<file path="config.mk">
export PLATFORM = sky130hd
export DESIGN_NAME = i2s_adc_source_flat
export DESIGN_NICKNAME = d
export VERILOG_FILES = /design/src/rtl/i2s_adc_source_if.sv /design/src/rtl/i2s_adc_source.sv /design/src/flat_wrapper.sv
export SDC_FILE = /design/constraint.sdc
export NUM_CORES = 1
export LEC_CHECK = 0
export BUFFER_PORTS_ARGS = -buffer_cell sky130_fd_sc_hd__buf_2
export CAP_MARGIN = 20
export CORE_MARGIN = 5
export CORE_UTILIZATION = 50
export CTS_BUF_LIST = sky130_fd_sc_hd__clkbuf_4
export DETAILED_ROUTE_END_ITERATION = 8
export GPL_ROUTABILITY_DRIVEN = 0
export PLACE_DENSITY = 0.71
export SYNTH_ARGS = -nofsm -noshare
export SYNTH_HDL_FRONTEND = slang
export SYNTH_SLANG_ARGS = --single-unit
</file>
<file path="constraint.sdc">
create_clock -name clk_clk -period 5.1 [get_ports clk_clk]
set_input_delay 0.51 -clock clk_clk [delete_from_list [all_inputs] [get_ports clk_clk]]
set_output_delay 0.51 -clock clk_clk [all_outputs]
set_load 0.02 [all_outputs]
</file>
<file path="src/rtl/i2s_adc_source_if.sv">
// ---------------------------------------------------------------------------
// i2s_adc_source_if
//
// Purpose:
//   Sample-pair handshake between a sample producer and the I2S ADC source.
//   One left/right pair moves per cycle in which sample_valid and
//   sample_ready are both high.
//
// Signals:
//   sample_left   [SAMPLE_WIDTH]  left channel sample, two's complement
//   sample_right  [SAMPLE_WIDTH]  right channel sample, two's complement
//   sample_valid                  producer offers a pair
//   sample_ready                  consumer buffer is empty
//
// Modports:
//   master - sample producer (drives data/valid, observes ready)
//   slave  - I2S source (observes data/valid, drives ready)
// ---------------------------------------------------------------------------
interface i2s_adc_source_if #(
    parameter int SAMPLE_WIDTH = 16
);
    logic [SAMPLE_WIDTH-1:0] sample_left;
    logic [SAMPLE_WIDTH-1:0] sample_right;
    logic                    sample_valid;
    logic                    sample_ready;

    modport master (
        output sample_left,
        output sample_right,
        output sample_valid,
        input  sample_ready
    );

    modport slave (
        input  sample_left,
        input  sample_right,
        input  sample_valid,
        output sample_ready
    );
endinterface

</file>
<file path="src/rtl/i2s_adc_source.sv">
// ---------------------------------------------------------------------------
// i2s_adc_source
//
// Purpose:
//   Codec-side I2S transmitter. Generates BCLK and LRCK as clock master and
//   serializes left/right sample pairs onto AUD_ADCDAT, MSB first, with the
//   standard one-BCLK I2S delay after each LRCK edge. Pairs are taken from a
//   one-entry valid/ready buffer and loaded once per frame.
//
// Parameters:
//   CLK_DIV       clk_clk cycles per BCLK half-period (>= 1)
//   SAMPLE_WIDTH  bits per channel sample
//   SLOT_WIDTH    BCLK periods per channel slot (>= SAMPLE_WIDTH+1)
//
// Ports:
//   clk_clk       in   single clock, rising edge
//   reset_reset   in   synchronous active-high reset
//   sample_if     slave modport: sample_left/right, sample_valid, sample_ready
//   underrun_clr  in   clears the sticky underrun flag
//   AUD_BCLK      out  bit clock
//   AUD_ADCLRCK   out  frame clock, 0 = left slot
//   AUD_DACLRCK   out  copy of AUD_ADCLRCK
//   AUD_ADCDAT    out  serial data
//   frame_start   out  one-cycle pulse in the frame-load cycle
//   underrun      out  sticky, set when a frame loads with the buffer empty
//
// Configuration macro:
//   I2S_HOLD_LAST_EN  when defined, an underrun frame repeats the last pair
//                     that loaded successfully; otherwise it sends zeros.
// ---------------------------------------------------------------------------
module i2s_adc_source #(
    parameter int CLK_DIV      = 4,
    parameter int SAMPLE_WIDTH = 16,
    parameter int SLOT_WIDTH   = 32
) (
    input  logic                  clk_clk,
    input  logic                  reset_reset,
    i2s_adc_source_if.slave       sample_if,
    input  logic                  underrun_clr,
    output logic                  AUD_BCLK,
    output logic                  AUD_ADCLRCK,
    output logic                  AUD_DACLRCK,
    output logic                  AUD_ADCDAT,
    output logic                  frame_start,
    output logic                  underrun
);

    localparam int FRAME_BITS = 2 * SLOT_WIDTH;
    localparam int BW         = $clog2(FRAME_BITS);
    localparam int DW         = (CLK_DIV > 1) ? $clog2(CLK_DIV) : 1;
    localparam int PW         = 2 * SAMPLE_WIDTH;
    localparam int IW         = $clog2(PW);

    logic [DW-1:0]           r_div;
    logic                    r_bclk;
    logic                    r_lrck;
    logic                    r_adcdat;
    logic                    r_frame_start;
    logic                    r_underrun;
    logic [BW-1:0]           r_bit;
    logic                    r_full;
    logic [SAMPLE_WIDTH-1:0] r_buf_left;
    logic [SAMPLE_WIDTH-1:0] r_buf_right;
    // Holds {left,right} of the frame being transmitted; bits are picked by
    // index rather than shifted so the contents survive for hold-last.
    logic [PW-1:0]           r_pair;

    logic                    w_tc;
    logic                    w_fall;
    logic [BW-1:0]           w_bit_next;
    logic                    w_load;
    logic                    w_xfer;
    logic                    w_data_bit;
    logic [IW-1:0]           w_sel;

    assign w_tc       = (r_div == DW'(CLK_DIV - 1));
    // All serial-side updates happen on the BCLK high-to-low toggle.
    assign w_fall     = w_tc && r_bclk;
    assign w_bit_next = (r_bit == BW'(FRAME_BITS - 1)) ? '0 : r_bit + 1'b1;
    assign w_load     = w_fall && (w_bit_next == '0);
    assign w_xfer     = sample_if.sample_valid && !r_full;

    // Data bit for the bit position being entered. Left occupies positions
    // 1..SAMPLE_WIDTH and right SLOT_WIDTH+1..SLOT_WIDTH+SAMPLE_WIDTH, one
    // position after each LRCK edge; everything else idles low.
    always_comb begin
        int idx;
        idx        = int'(w_bit_next);
        w_sel      = '0;
        w_data_bit = 1'b0;
        if (idx >= 1 && idx <= SAMPLE_WIDTH) begin
            w_sel      = IW'(PW - idx);
            w_data_bit = r_pair[w_sel];
        end else if (idx >= SLOT_WIDTH + 1 && idx <= SLOT_WIDTH + SAMPLE_WIDTH) begin
            w_sel      = IW'(SLOT_WIDTH + SAMPLE_WIDTH - idx);
            w_data_bit = r_pair[w_sel];
        end
    end

    // Clock divider, serializer, frame load, sample buffer and underrun flag.
    // Reset parks the bit counter on the last position so the first fall
    // after release wraps to zero and performs the first frame load.
    always_ff @(posedge clk_clk) begin
        if (reset_reset) begin
            r_div         <= '0;
            r_bclk        <= 1'b0;
            r_lrck        <= 1'b1;
            r_adcdat      <= 1'b0;
            r_frame_start <= 1'b0;
            r_underrun    <= 1'b0;
            r_bit         <= BW'(FRAME_BITS - 1);
            r_full        <= 1'b0;
            r_buf_left    <= '0;
            r_buf_right   <= '0;
            r_pair        <= '0;
        end else begin
            if (w_tc) begin
                r_div  <= '0;
                r_bclk <= ~r_bclk;
            end else begin
                r_div  <= r_div + 1'b1;
            end

            r_frame_start <= w_load;

            if (w_fall) begin
                r_bit    <= w_bit_next;
                r_lrck   <= (w_bit_next >= BW'(SLOT_WIDTH));
                r_adcdat <= w_data_bit;
            end

            // Frame load looks at the buffer as it stood before this edge, so
            // a pair accepted in the load cycle waits for the next frame.
            if (w_load) begin
                if (r_full) begin
                    r_pair <= {r_buf_left, r_buf_right};
                    r_full <= 1'b0;
                end else begin
`ifdef I2S_HOLD_LAST_EN
                    r_pair <= r_pair;
`else
                    r_pair <= '0;
`endif
                end
            end

            // Accept only when empty; never coincides with the consume above.
            if (w_xfer) begin
                r_buf_left  <= sample_if.sample_left;
                r_buf_right <= sample_if.sample_right;
                r_full      <= 1'b1;
            end

            // A new underrun takes priority over a simultaneous clear.
            if (w_load && !r_full) begin
                r_underrun <= 1'b1;
            end else if (underrun_clr) begin
                r_underrun <= 1'b0;
            end
        end
    end

    assign sample_if.sample_ready = !r_full;
    assign AUD_BCLK               = r_bclk;
    assign AUD_ADCLRCK            = r_lrck;
    assign AUD_DACLRCK            = r_lrck;
    assign AUD_ADCDAT             = r_adcdat;
    assign frame_start            = r_frame_start;
    assign underrun               = r_underrun;

endmodule

</file>
<file path="src/flat_wrapper.sv">
// flat-port wrapper written by rule: the top's interface ports become plain ports
module i2s_adc_source_flat 
#(
    parameter int CLK_DIV      = 4,
    parameter int SAMPLE_WIDTH = 16,
    parameter int SLOT_WIDTH   = 32
)
  (clk_clk, reset_reset, underrun_clr, AUD_BCLK, AUD_ADCLRCK, AUD_DACLRCK, AUD_ADCDAT, frame_start, underrun, sample_if_sample_left, sample_if_sample_right, sample_if_sample_valid, sample_if_sample_ready);
  i2s_adc_source_if #(.SAMPLE_WIDTH(SAMPLE_WIDTH)) sample_if_i ();
  input  logic clk_clk;
  input  logic reset_reset;
  input  logic underrun_clr;
  output logic AUD_BCLK;
  output logic AUD_ADCLRCK;
  output logic AUD_DACLRCK;
  output logic AUD_ADCDAT;
  output logic frame_start;
  output logic underrun;
  input wire logic [$bits(sample_if_i.sample_left)-1:0] sample_if_sample_left;
  input wire logic [$bits(sample_if_i.sample_right)-1:0] sample_if_sample_right;
  input wire logic [$bits(sample_if_i.sample_valid)-1:0] sample_if_sample_valid;
  output wire logic [$bits(sample_if_i.sample_ready)-1:0] sample_if_sample_ready;
  assign sample_if_i.sample_left = sample_if_sample_left;
  assign sample_if_i.sample_right = sample_if_sample_right;
  assign sample_if_i.sample_valid = sample_if_sample_valid;
  assign sample_if_sample_ready = sample_if_i.sample_ready;
  i2s_adc_source #(.CLK_DIV(CLK_DIV), .SAMPLE_WIDTH(SAMPLE_WIDTH), .SLOT_WIDTH(SLOT_WIDTH)) u_core (.clk_clk(clk_clk), .reset_reset(reset_reset), .sample_if(sample_if_i), .underrun_clr(underrun_clr), .AUD_BCLK(AUD_BCLK), .AUD_ADCLRCK(AUD_ADCLRCK), .AUD_DACLRCK(AUD_DACLRCK), .AUD_ADCDAT(AUD_ADCDAT), .frame_start(frame_start), .underrun(underrun));
endmodule
</file>
After elaboration in Yosys (flattened, before gate mapping)

Cells that the tools add are included.
Widths: inputs -> output; s select.

Register bits after elaboration: 78
Latch bits: 0
RAM bits: 0
Bits in read-only memories: 0
Output and inout bits: 7
Word-level logic and storage cells: 48
Memories kept: 0

Add/subtract/negate cells: 4
Multipliers: 0
Div/mod/pow operators: 0
Order comparisons: 7
Equal/unequal tests: 2
Shift operators: 0
Multiplexer cells: 12
Bitwise logic cells: 1
Reduce and logical (&&, ||, !) cells: 11

Operator list:

| operator            | count |
|---|---|
| $mux 32             | 1 |
| $ge 6x6->1 const B  | 2 |
| $lt 5x6->1 const B  | 2 |
| $bmux 1 s5          | 2 |
| $mux 1              | 8 |
| $add 6x1->6 const B | 1 |
| $eq 6x6->1 const B  | 1 |
| $ge 6x1->1 const B  | 1 |
| $le 6x5->1 const B  | 1 |
| $le 6x6->1 const B  | 1 |
| $logic_and 1x1->1   | 6 |
| $logic_not 6->1     | 1 |
| $mux 6              | 1 |
| $sub 1x5->5 const A | 1 |
| $sub 5x5->5 const A | 1 |
| $reduce_bool 2->1   | 2 |
| $add 2x1->2 const B | 1 |
| $eq 2x2->1 const B  | 1 |
| $reduce_or 2->1     | 1 |
| $logic_not 1->1     | 1 |
| $not 1->1           | 1 |

Longest topological paths before layout

Gate-level depths: netlist of the first run.

Depth after elaboration: 7
Depth in mapped cells: 10
Gate-level depth less buffers: 8

Least setup slack after synthesis of the first run

OpenSTA, ideal clock, no wires.

Path kind: reg2reg
Start point: reg u_core.r_bit[1]
End point: reg u_core.r_adcdat, in the netlist u_core.AUD_ADCDAT
Data arrival time: 2,796 ps
Setup slack: 2,230 ps
Stages on the path, launching flop included: 9
Buffers on the path: 0
Path through: dfxtp_1 > ha_1 > or4b_2 > o31ai_1 > xnor2_1 > o221ai_1 > mux2_2 > or4b_1 > a31oi_1

Word-level cells in the longest chain between the ends: 7
Elaborated cells on any way between the ends: 17
Classes of those cells: add/sub: 3; order compare: 4; eq/ne: 1; mux: 7; reduce/logical: 2

RTL lines:

| item                                             | line                  | text |
|---|---|---|
| from (decl)                                      | i2s_adc_source.sv:60  | `logic [BW-1:0] r_bit;` |
| from (signal assigned)                           | i2s_adc_source.sv:111 | `r_bit <= BW'(FRAME_BITS - 1);` |
| from (signal assigned)                           | i2s_adc_source.sv:127 | `r_bit <= w_bit_next;` |
| $add 6x1->6 / $eq 6x6->1 (equally long branches) | i2s_adc_source.sv:79  | `assign w_bit_next = (r_bit == BW'(FRAME_BITS - 1)) ? '0 : r_bit + 1'b1;` |
| $mux 6 (*)                                       | i2s_adc_source.sv:79  |  |
| $sub 5x5->5                                      | i2s_adc_source.sv:95  | `w_sel = IW'(SLOT_WIDTH + SAMPLE_WIDTH - idx);` |
| $bmux 1 s5                                       | i2s_adc_source.sv:96  | `w_data_bit = r_pair[w_sel];` |
| $mux 1 (not written as such)                     | i2s_adc_source.sv:96  |  |
| $mux 1                                           | i2s_adc_source.sv:94  | `end else if (idx >= SLOT_WIDTH + 1 && idx <= SLOT_WIDTH + SAMPLE_WIDTH) begin` |
| $mux 1 (*)                                       | i2s_adc_source.sv:91  | `if (idx >= 1 && idx <= SAMPLE_WIDTH) begin` |
| to (signal assigned)                             | i2s_adc_source.sv:129 | `r_adcdat <= w_data_bit;` |
| to (decl)                                        | i2s_adc_source.sv:57  | `logic r_adcdat;` |

Every way passes the cells marked *; elsewhere a longest branch is shown, timed or not. The select of a mux whose other input is x is not followed.
A chain may end at the register's enable or synchronous reset.

Final worst setup path of the first run

Start point: reg u_core.r_bit[0]
End point: reg u_core.r_adcdat, in the netlist u_core.AUD_ADCDAT

Same word-level chain as after synthesis.

==> results.py, run 1 <==
metrics = {
    "run_status": {
        "status": "completed",
    },
    "min_path": {
        "hold_depth": 3,
        "hold_path.class": "input port to register",
        "hp-start": "sample_if_sample_left[5]",
    },
    "worst_setup_path": {
        "r2r_start": "u_core.r_bit[0]",
        "crit_type": "register to register",
        "ff2ff_path_depth": 8,
        "crit_cells": 8,
        "startpoint": "u_core.r_bit[0]",
        "crit_family": "multiplexers",
        "cp-start-kind": "register",
        "worst_path_max_delay_cell": "dfxtp_1",
        "path_buf_inv": 0,
        "cp_cell_sequence": "ha_1, xnor2_4, xor2_4, mux2i_1, mux4_2, mux2_2, or4b_1, a31oi_1",
        "cp.required_ps": 5440,
        "path_max_fanout": 16,
        "arrival_ps": 3770,
        "worst_setup_path_end_kind": "register",
        "max_stage_delay_ps": 570,
        "r2r_slack_ps": 1670,
    },
    "cells_and_area": {
        "diodes": 0,
        "areaGrowthSynthToFinish_pct": 12.5,
        "num-nets-final": 414,
        "drive_gt1_frac": 0.203,
        "n_fill_cell": 581,
    },
    "sta": {
        "setup_viol": 0,
        "hold_violations": 0,
        "report.final.slew_viol_count": 0,
        "max-slew-margin-rel": 0.429,
        "fin_setup_tns_ps": 0,
        "fmax_mhz": 292,
        "fin_crit_sh": 0.672,
        "rsz0062_at_grt": "false",
        "finalCriticalPeriod_ps": 3430,
        "setup_ws_ps": 1670,
        "clock_skew_ps": 11.5,
        "fin_hold_ws_ps": 312,
        "tightest_slew_ps": 857,
    },
    "clocking": {
        "h-tree-depth": 3,
        "cts-buffers-inserted": 9,
        "clk_pin_slew_ps": 120,
        "cts_root_buf": "clkbuf_4",
        "post_cts_buffers": 0,
        "clockBufferDepth": 2,
        "cts_tree": "built",
        "numClockSinks": 77,
        "hold_buffers": 0,
        "ctsResizeCount": 0,
        "clk_latency_ps": 410,
    },
    "synth": {
        "synth-async-reset-ratio": 0,
        "synth_edf_count": 0,
        "ys.warnings.count": 0,
        "synthesis.area_um2": 3230,
        "yosys-top-cells-area": "dfxtp_1 48%, nand2_1 8.7%, a22o_1 8.7%",
        "synth.most_common_cell": "dfxtp_1",
        "synth_top_area_cell": "dfxtp_1",
        "synth_cells": 345,
        "ys_seq_elements": 77,
        "postSynthAreaPerCell_um2": 9.36,
        "synthTopCellsByCount": "77 x dfxtp_1, 75 x nand2_1, 36 x a21oi_1, 32 x a22o_1, 22 x clkbuf_1",
        "synth_top_area_share": 0.477,
        "synth.distinct_cells": 45,
        "syn_nets": 385,
        "synth-seq-area-share": 0.477,
        "synthFlopType": "dfxtp_1",
    },
    "grt": {
        "grt.overflow.total": 0,
        "grt_usage": 0.163,
        "grt_pass1_vias": 2343,
        "grt_max_degree": 48,
        "grt_pass1_wl_um": 11000,
        "antenna_found_initial": 0,
    },
    "detailed_routing": {
        "routed-via-count": 2520,
        "viasPerCell": 5.53,
        "first_iter_violations": 118,
        "ant_nets": 0,
        "wirelength_um": 6500,
        "route.detailed.drc": 0,
        "first_pass_iters": 4,
        "post_drt_wl_per_cell_um": 14.2,
    },
    "floorplan": {
        "die_h_um": 90.4,
        "rows": 29,
        "pin_count": 43,
        "core_um2": 6310,
        "chipWidth_um": 90.4,
        "floorplan.initialDensity": 0.512,
        "fp.dieArea_um2": 8170,
    },
    "run": {
        "maxCapViolations": 0,
    },
    "place": {
        "place_ws_ps": 1700,
        "io_buffers": 42,
        "dp_hpwl_um": 4400,
    },
    "pwr": {
        "p_leak_uw": 0.00144,
        "p_per_area_nw_per_um2": 313,
        "total_power_uw": 1140,
        "ir_drop_uv": 226,
    },
}
==> placed cells by master (no fill, tap or decap), drive strengths merged <==
master,synthesis,routed
a311oi,1,1
nand4,3,3
nand2b,2,2
o21ai,4,4
and3b,1,1
nor3,6,6
nor2b,3,3
clkinv,0,4
xnor2,4,4
a211oi,1,1
nand2,75,75
nand3,6,6
mux2,3,3
o31ai,1,1
and3,2,2
xor2,2,2
a22o,32,32
nand3b,1,1
nor3b,1,1
a22oi,1,1
buf,6,46
and4,1,1
a21boi,1,1
nor4b,1,1
mux2i,16,16
ha,4,4
or3,1,1
mux4,4,4
bufinv,0,2
inv,4,4
or3b,1,1
o221ai,1,1
dfxtp,77,77
clkbuf,22,10
a21oi,36,36
a31oi,3,3
a211o,3,3
or4b,2,2
or4,1,1
nor2,12,12
==> cell type report <==
type / instances / area [um^2] / area share
Timing Repair Buffer: 46 / 268 / 0.0736
Clock inverter: 6 / 87.6 / 0.0241
Clock buffer: 10 / 75.1 / 0.0206
Sequential cell: 77 / 1540 / 0.424
Multi-Input combinational cell: 236 / 1550 / 0.427
Inverter: 4 / 15.0 / 0.00413
Tap cell: 77 / 96.3 / 0.0265
==> power by group <==
part	switching (uW)	leakage (uW)	internal (uW)	total, uW
sequential	12.5	0.000626	621	633
combinational	50.8	0.000728	38.0	88.8
clock	212	0.0000903	205	416
total	275	0.00144	863	1140
==> path summary, 6_finish.rpt <==
path                                              to
worst min register to register       u_core.r_div[0]
worst max register to register     u_core.AUD_ADCDAT
worst max-delay path               u_core.AUD_ADCDAT
worst min-delay path            u_core.r_buf_left[5]
==> through the flow <==
stage           util  instance area [um^2]  instances
2_1_floorplan      -                  3230        345
3_3_place_gp   0.543                  3430        438
3_5_place_dp   0.546                  3450        439
4_1_cts        0.572                  3610        455
5_1_grt        0.576                  3640        456
6_report       0.576                  3640        456
==> cell families after synthesis <==
group	count (synthesis)	synth area share
AND/OR/NAND/NOR	119	0.169
AO/OA/AOI/OAI	84	0.177
flip-flops	77	0.477
buffers and inverters	32	0.0453
multiplexers	23	0.0879
XOR/XNOR	6	0.0279
adder cells (fa/ha/maj)	4	0.0155
==> state kept, by name (all words and copies together), names as in the netlist <==
register            count
u_core.frame_start      1
u_core.r_pair          32
u_core.r_bit            6
u_core.r_div            2
u_core.r_buf_left      16
u_core.underrun         1
u_core.AUD_ADCDAT       1
u_core.r_full           1
u_core.r_buf_right     16
u_core.AUD_BCLK         1
==> routing by layer <==
layer | vias to the layer above | track usage | part of all wire
li1 | 1277 | - | -
met1 | 1166 | 0.216 | 0.47
met2 | 65 | 0.248 | 0.46
met3 | 12 | 0.0367 | 0.045
met4 | 0 | 0.0819 | 0.019
met5 | - | 0 | 0
==> worst register-to-register path, cell delays in order, from the launching register on <==
cell	delay (ps)
dfxtp_1	570
ha_1	490
xnor2_4	200
xor2_4	560
mux2i_1	170
mux4_2	490
mux2_2	260
or4b_1	490
a31oi_1	130
No activity file was read; power rests on OpenSTA's default activity.
==> inputs of run 2 (changes only) <==
--- a/config.mk
+++ b/config.mk
@@ -12,7 +12,7 @@
 export CTS_BUF_LIST = sky130_fd_sc_hd__clkbuf_4
 export DETAILED_ROUTE_END_ITERATION = 8
 export GPL_ROUTABILITY_DRIVEN = 0
-export PLACE_DENSITY = 0.71
+export PLACE_DENSITY = 0.73
 export SYNTH_ARGS = -nofsm -noshare
 export SYNTH_HDL_FRONTEND = slang
 export SYNTH_SLANG_ARGS = --single-unit
==> constraint.sdc (replaced) <==
create_clock -name clk_clk -period 2.8 [get_ports clk_clk]
set_input_delay 0.28 -clock clk_clk [delete_from_list [all_inputs] [get_ports clk_clk]]
set_output_delay 0.28 -clock clk_clk [all_outputs]
set_load 0.02 [all_outputs]
==> run 2 against run 1 <==
Compared with the run above:
- register-to-register slack worse by 1600 ps
- setup slack worse by 1600 ps
- global-route usage up 0.41 points
==> results.py, run 2 (synthesis results as in run 1) <==
metrics = {
    "detailed_routing": {
        "dr_wl_met2_um": 3220,
        "ant_nets": 0,
        "post_drt_wl_per_cell_um": 14.7,
        "wirelength_um": 6920,
        "first_pass_iters": 4,
        "wl_met1_um": 3270,
        "top_layer_used": "met4",
        "wl_met3_um": 290,
        "routed-via-count": 2607,
        "route.detailed.drc": 0,
        "first_iter_violations": 132,
        "viasPerCell": 5.54,
    },
    "cells_and_area": {
        "regMostFlops": "u_core.r_pair",
        "fin_cells": 471,
        "n_fill_cell": 573,
        "diodes": 0,
        "reg_top3": "u_core.r_pair (32), u_core.r_buf_left (16), u_core.r_buf_right (16)",
        "areaGrowthSynthToFinish_pct": 17.2,
        "largest_reg_flops": 32,
        "final_cell_mix": "75 x nand2_1, 75 x dfxtp_1, 42 x buf_2",
        "drive_gt1_frac": 0.246,
        "num-nets-final": 429,
    },
    "worst_setup_path": {
        "cp_cell_sequence": "xnor2_4, xor2_4, clkbuf_16, mux2i_1, mux4_2, mux2_2, or4_1, a31oi_1",
        "worst_setup_path_end_kind": "register",
        "max_stage_delay_ps": 600,
        "crit_type": "register to register",
        "path_max_fanout": 8,
        "cp.required_ps": 3160,
        "arrival_ps": 3130,
        "r2r_start": "u_core.r_bit[2]",
        "cp-start-kind": "register",
        "startpoint": "u_core.r_bit[2]",
        "ff2ff_path_depth": 8,
        "worst_path_max_delay_cell": "dfxtp_1",
    },
    "run_status": {
        "status": "completed",
    },
    "grt": {
        "grt_pass1_vias": 2440,
        "grt_pass1_wl_um": 11300,
        "grt_usage": 0.167,
        "grt.overflow.total": 0,
        "antenna_found_initial": 0,
        "grt_max_degree": 37,
    },
    "clocking": {
        "clockBufferDepth": 2,
        "cts-buffers-inserted": 9,
        "clk_latency_ps": 440,
        "h-tree-depth": 3,
        "cts_tree": "built",
        "clk_pin_slew_ps": 130,
        "cts_root_buf": "clkbuf_4",
        "numClockSinks": 77,
        "hold_buffers": 0,
    },
    "sta": {
        "fin_crit_sh": 0.991,
        "fin_setup_tns_ps": 0,
        "clock_skew_ps": 16.1,
        "fmax_mhz": 361,
        "hold_violations": 0,
        "setup_viol": 0,
        "finalCriticalPeriod_ps": 2770,
        "tightest_slew_ps": 997,
        "max-slew-margin-rel": 0.334,
        "report.final.slew_viol_count": 0,
    },
    "floorplan": {
        "core_um2": 6310,
        "floorplan.initialDensity": 0.512,
        "chipWidth_um": 90.4,
        "pin_count": 43,
        "fp.dieArea_um2": 8170,
        "rows": 29,
        "die_h_um": 90.4,
    },
    "run": {
        "maxCapViolations": 0,
    },
    "min_path": {
        "hp-start": "sample_if_sample_left[9]",
        "hold_depth": 3,
        "hold_path.class": "input port to register",
    },
    "pwr": {
        "total_power_uw": 2090,
        "p_seq_frac": 0.550,
        "power_frac_clock": 0.368,
        "ir_drop_uv": 300,
        "p_leak_uw": 0.00151,
        "power_frac_comb": 0.082,
        "power_switching_uw": 524,
        "p_per_area_nw_per_um2": 552,
        "intPower_uw": 1570,
        "p_sw_frac": 0.251,
    },
    "place": {
        "dp_cells": 453,
        "dp_hpwl_um": 4480,
        "io_buffers": 42,
    },
}
==> run 2: cell count changes in the layout (fill, tap and decap cells not counted), sizes merged <==
cell	before	now
clkinvlp	0	1
inv	4	5
buf	46	60
clkinv	4	3
==> run 2: path summary, 6_finish.rpt <==
kind,to,slack [ps]
setup / recovery,u_core.AUD_ADCDAT,30
hold / removal,u_core.r_buf_left[9],60
setup reg to reg,u_core.AUD_ADCDAT,30
hold reg to reg,u_core.r_div[0],450
==> run 2: metal layers <==
layer / up-vias / GRT usage
li1: 1312 / -
met3: 11 / 0.0408
met5: - / 0
met1: 1230 / 0.218
met2: 54 / 0.260
met4: 0 / 0.0744
==> run 2: worst max-delay path, delay by kind of cell (launching register included) <==
kind	cells	cell delay [ps]
muxes	3	830
DFF	1	600
and+or+nand+nor	1	480
xor gates and xnor gates	2	430
buffers and inverters	1	200
AOI/OAI and AO/OA	1	170
==> run 2: layout make-up <==
cell class	instances	area (um^2)	share of cell area
sequential	77	1550	0.409
timing repair buffer	61	383	0.101
clock buffer	9	67.6	0.0179
tap	77	96.3	0.0255
inverter	4	15.0	0.00397
clock inverter	7	97.6	0.0258
multi-input combinational	236	1580	0.417
==> run 2: power by group through the flow <==
stage | registers (uW) | clock network (uW) | logic [uW]
finish | 1150 | 769 | 171
global route | 1160 | 838 | 193
CTS | 1150 | 786 | 166
detailed placement | 1180 | 0 | 165
global placement | 1170 | 0 | 160
floorplan | 1170 | 0 | 111
==> run 2: what timing repair did <==
item,CTS,global route
resized for setup,1,2
pin swaps,1,3
endpoints found under the setup margin,1,1
buffers inserted,0,1
cloned,0,1
==> run 2: per-stage QoR <==
stage | area [um^2] | utilization | worst slack (ps) | hold slack, ps
floorplan | 3250 | - | -21.7 | 404
global placement | 3570 | 0.566 | 96.0 | 412
detailed placement | 3570 | 0.566 | 3.86 | 439
CTS | 3750 | 0.593 | 21.6 | 30.3
global route | 3780 | 0.599 | -21.4 | 39.2
finish | 3780 | 0.599 | 26.4 | 61.6
==> inputs of run 3 (changes only) <==
--- a/config.mk
+++ b/config.mk
@@ -9,7 +9,6 @@
 export CAP_MARGIN = 20
 export CORE_MARGIN = 5
 export CORE_UTILIZATION = 50
-export CTS_BUF_LIST = sky130_fd_sc_hd__clkbuf_4
 export DETAILED_ROUTE_END_ITERATION = 8
 export GPL_ROUTABILITY_DRIVEN = 0
 export PLACE_DENSITY = 0.73
==> run 3 against run 2 <==
Compared with the run above:
- first-iteration DRC count is 0.76% lower
- cell area is 1.6% higher
- combinational power hardly changed
- sequential power hardly changed
- die area stayed put
- wire length is 0.69% lower
- clock skew is 6.9 ps lower
- register-to-register slack better by 30 ps
- critical path depth stayed put
- sequential share of layout area is 0.65 points lower
- core utilization is 0.97 points higher
- largest cell class unchanged
==> results.py, run 3 (synthesis results as in run 1) <==
metrics = {
    "floorplan": {
        "fp.dieArea_um2": 8170,
        "die_h_um": 90.4,
        "rows": 29,
        "chipWidth_um": 90.4,
        "core_um2": 6310,
        "pin_count": 43,
        "floorplan.initialDensity": 0.512,
    },
    "pwr": {
        "p_leak_uw": 0.00153,
        "ir_drop_uv": 365,
        "p_per_area_nw_per_um2": 581,
        "total_power_uw": 2230,
    },
    "run_status": {
        "status": "completed",
    },
    "worst_setup_path": {
        "arrival_ps": 3020,
        "crit_type": "register to register",
        "path_max_fanout": 8,
        "cp-start-kind": "register",
        "worst_setup_path_end_kind": "register",
        "r2r_slack_ps": 60,
        "r2r-end": "u_core.AUD_ADCDAT",
        "cp.required_ps": 3080,
        "ff2ff_path_depth": 8,
        "startpoint": "u_core.r_bit[2]",
        "r2r_start": "u_core.r_bit[2]",
        "crit_end": "u_core.AUD_ADCDAT",
    },
    "clocking": {
        "numClockSinks": 77,
        "hold_buffers": 0,
        "clockBufferDepth": 2,
        "clk_latency_ps": 360,
        "h-tree-depth": 3,
        "clk_pin_slew_ps": 80,
        "cts_tree": "built",
        "cts-buffers-inserted": 9,
        "cts_root_buf": "clkbuf_8",
    },
    "grt": {
        "grt.overflow.total": 0,
        "grt_usage": 0.168,
        "grt_pass1_wl_um": 11400,
        "grt_pass1_vias": 2443,
        "antenna_found_initial": 0,
        "grt_max_degree": 37,
    },
    "detailed_routing": {
        "viasPerCell": 5.47,
        "routed-via-count": 2578,
        "first_pass_iters": 4,
        "wirelength_um": 6880,
        "post_drt_wl_per_cell_um": 14.6,
        "first_iter_violations": 131,
        "route.detailed.drc": 0,
        "ant_nets": 0,
    },
    "sta": {
        "hold_violations": 0,
        "setup_viol": 0,
        "report.final.slew_viol_count": 0,
        "tightest_slew_ps": 972,
        "clock_skew_ps": 9.20,
        "fmax_mhz": 365,
        "max-slew-margin-rel": 0.350,
        "finalCriticalPeriod_ps": 2740,
        "fin_crit_sh": 0.978,
    },
    "place": {
        "dp_cells": 453,
        "dp_hpwl_um": 4480,
        "io_buffers": 42,
    },
    "cells_and_area": {
        "reg_top3": "u_core.r_pair (32), u_core.r_buf_left (16), u_core.r_buf_right (16)",
        "final_cell_mix": "75 x nand2_1, 75 x dfxtp_1, 42 x buf_2",
        "drive_gt1_frac": 0.249,
        "diodes": 0,
        "largest_reg_flops": 32,
        "areaGrowthSynthToFinish_pct": 19.1,
        "num-nets-final": 429,
        "regMostFlops": "u_core.r_pair",
        "fin_cells": 471,
    },
    "run": {
        "maxCapViolations": 0,
    },
    "min_path": {
        "hold_path.class": "input port to register",
    },
}
[run 3: cell count changes in the layout (fill, tap and decap cells not counted), sizes merged]
cell | before | now
clkbuf | 10 | 12
bufinv | 2 | 1
clkinv | 3 | 2
[run 3: worst min-delay path by stage]
stage | depth (start not counted) | slack, ps | startpoint | end
after floorplan | 1 | 400 | u_core.r_div[0] | u_core.r_div[0]
after global placement | 1 | 410 | u_core.r_div[0] | u_core.r_div[0]
after detailed placement | 1 | 440 | u_core.r_div[0] | u_core.r_div[0]
after CTS | 3 | 140 | sample_if_sample_right[5] | u_core.r_buf_right[5]
after global routing | 3 | 130 | sample_if_sample_right[4] | u_core.r_buf_right[4]
final | 3 | 150 | sample_if_sample_right[2] | u_core.r_buf_right[2]
[run 3: area by class of cell]
| cell class | instances | area [um^2] |
|---|---|---|
| Clock inverter | 5 | 63.8 |
| Fill cell | 563 | 2470 |
| Sequential cell | 77 | 1550 |
| Clock buffer | 11 | 163 |
| Tap cell | 77 | 96.3 |
| Multi-Input combinational cell | 236 | 1580 |
| Inverter | 4 | 15.0 |
| Timing Repair Buffer | 61 | 383 |
[run 3: power breakdown]
part | internal (uW) | switching, uW
Combinational | 72.1 | 97.6
Sequential | 1130 | 20.4
Clock | 496 | 419
Total | 1700 | 537
[run 3: repair_timing]
| item | in CTS | in global routing |
|---|---|---|
| endpoints found under the hold margin | 0 | 0 |
| resized for setup | 0 | 3 |
| buffers inserted | 0 | 1 |
| pin swaps | 1 | 3 |
| endpoints found under the setup margin | 1 | 1 |
| cloned | 0 | 1 |
[run 3: per-layer routing]
layer | up-vias | track usage | part of all wire
met5 | - | 0 | 0
met4 | 0 | 0.0596 | 0.017
met3 | 8 | 0.0500 | 0.049
met2 | 56 | 0.266 | 0.48
met1 | 1206 | 0.217 | 0.45
li1 | 1308 | - | -
[run 3: worst max-delay path, stage by stage (launching register included)]
cell       delay (ps)
dfxtp_1           580
xnor2_4           200
xor2_4            230
clkbuf_16         200
mux2i_1            70
mux4_2            480
mux2_2            270
or4_1             470
a31oi_1           160
[run 3: stage by stage]
step           setup slack [ps]  setup TNS [ps]  instance area (um^2)  utilization  hold WS (ps)
6_report                   60.5               0                  3850        0.609           149
3_3_place_gp               96.0               0                  3570        0.566           412
5_1_grt                   -19.6           -19.6                  3850        0.609           130
2_1_floorplan             -21.7           -21.7                  3250            -           404
3_5_place_dp               3.86               0                  3570        0.566           439
4_1_cts                    8.26               0                  3800        0.602           137
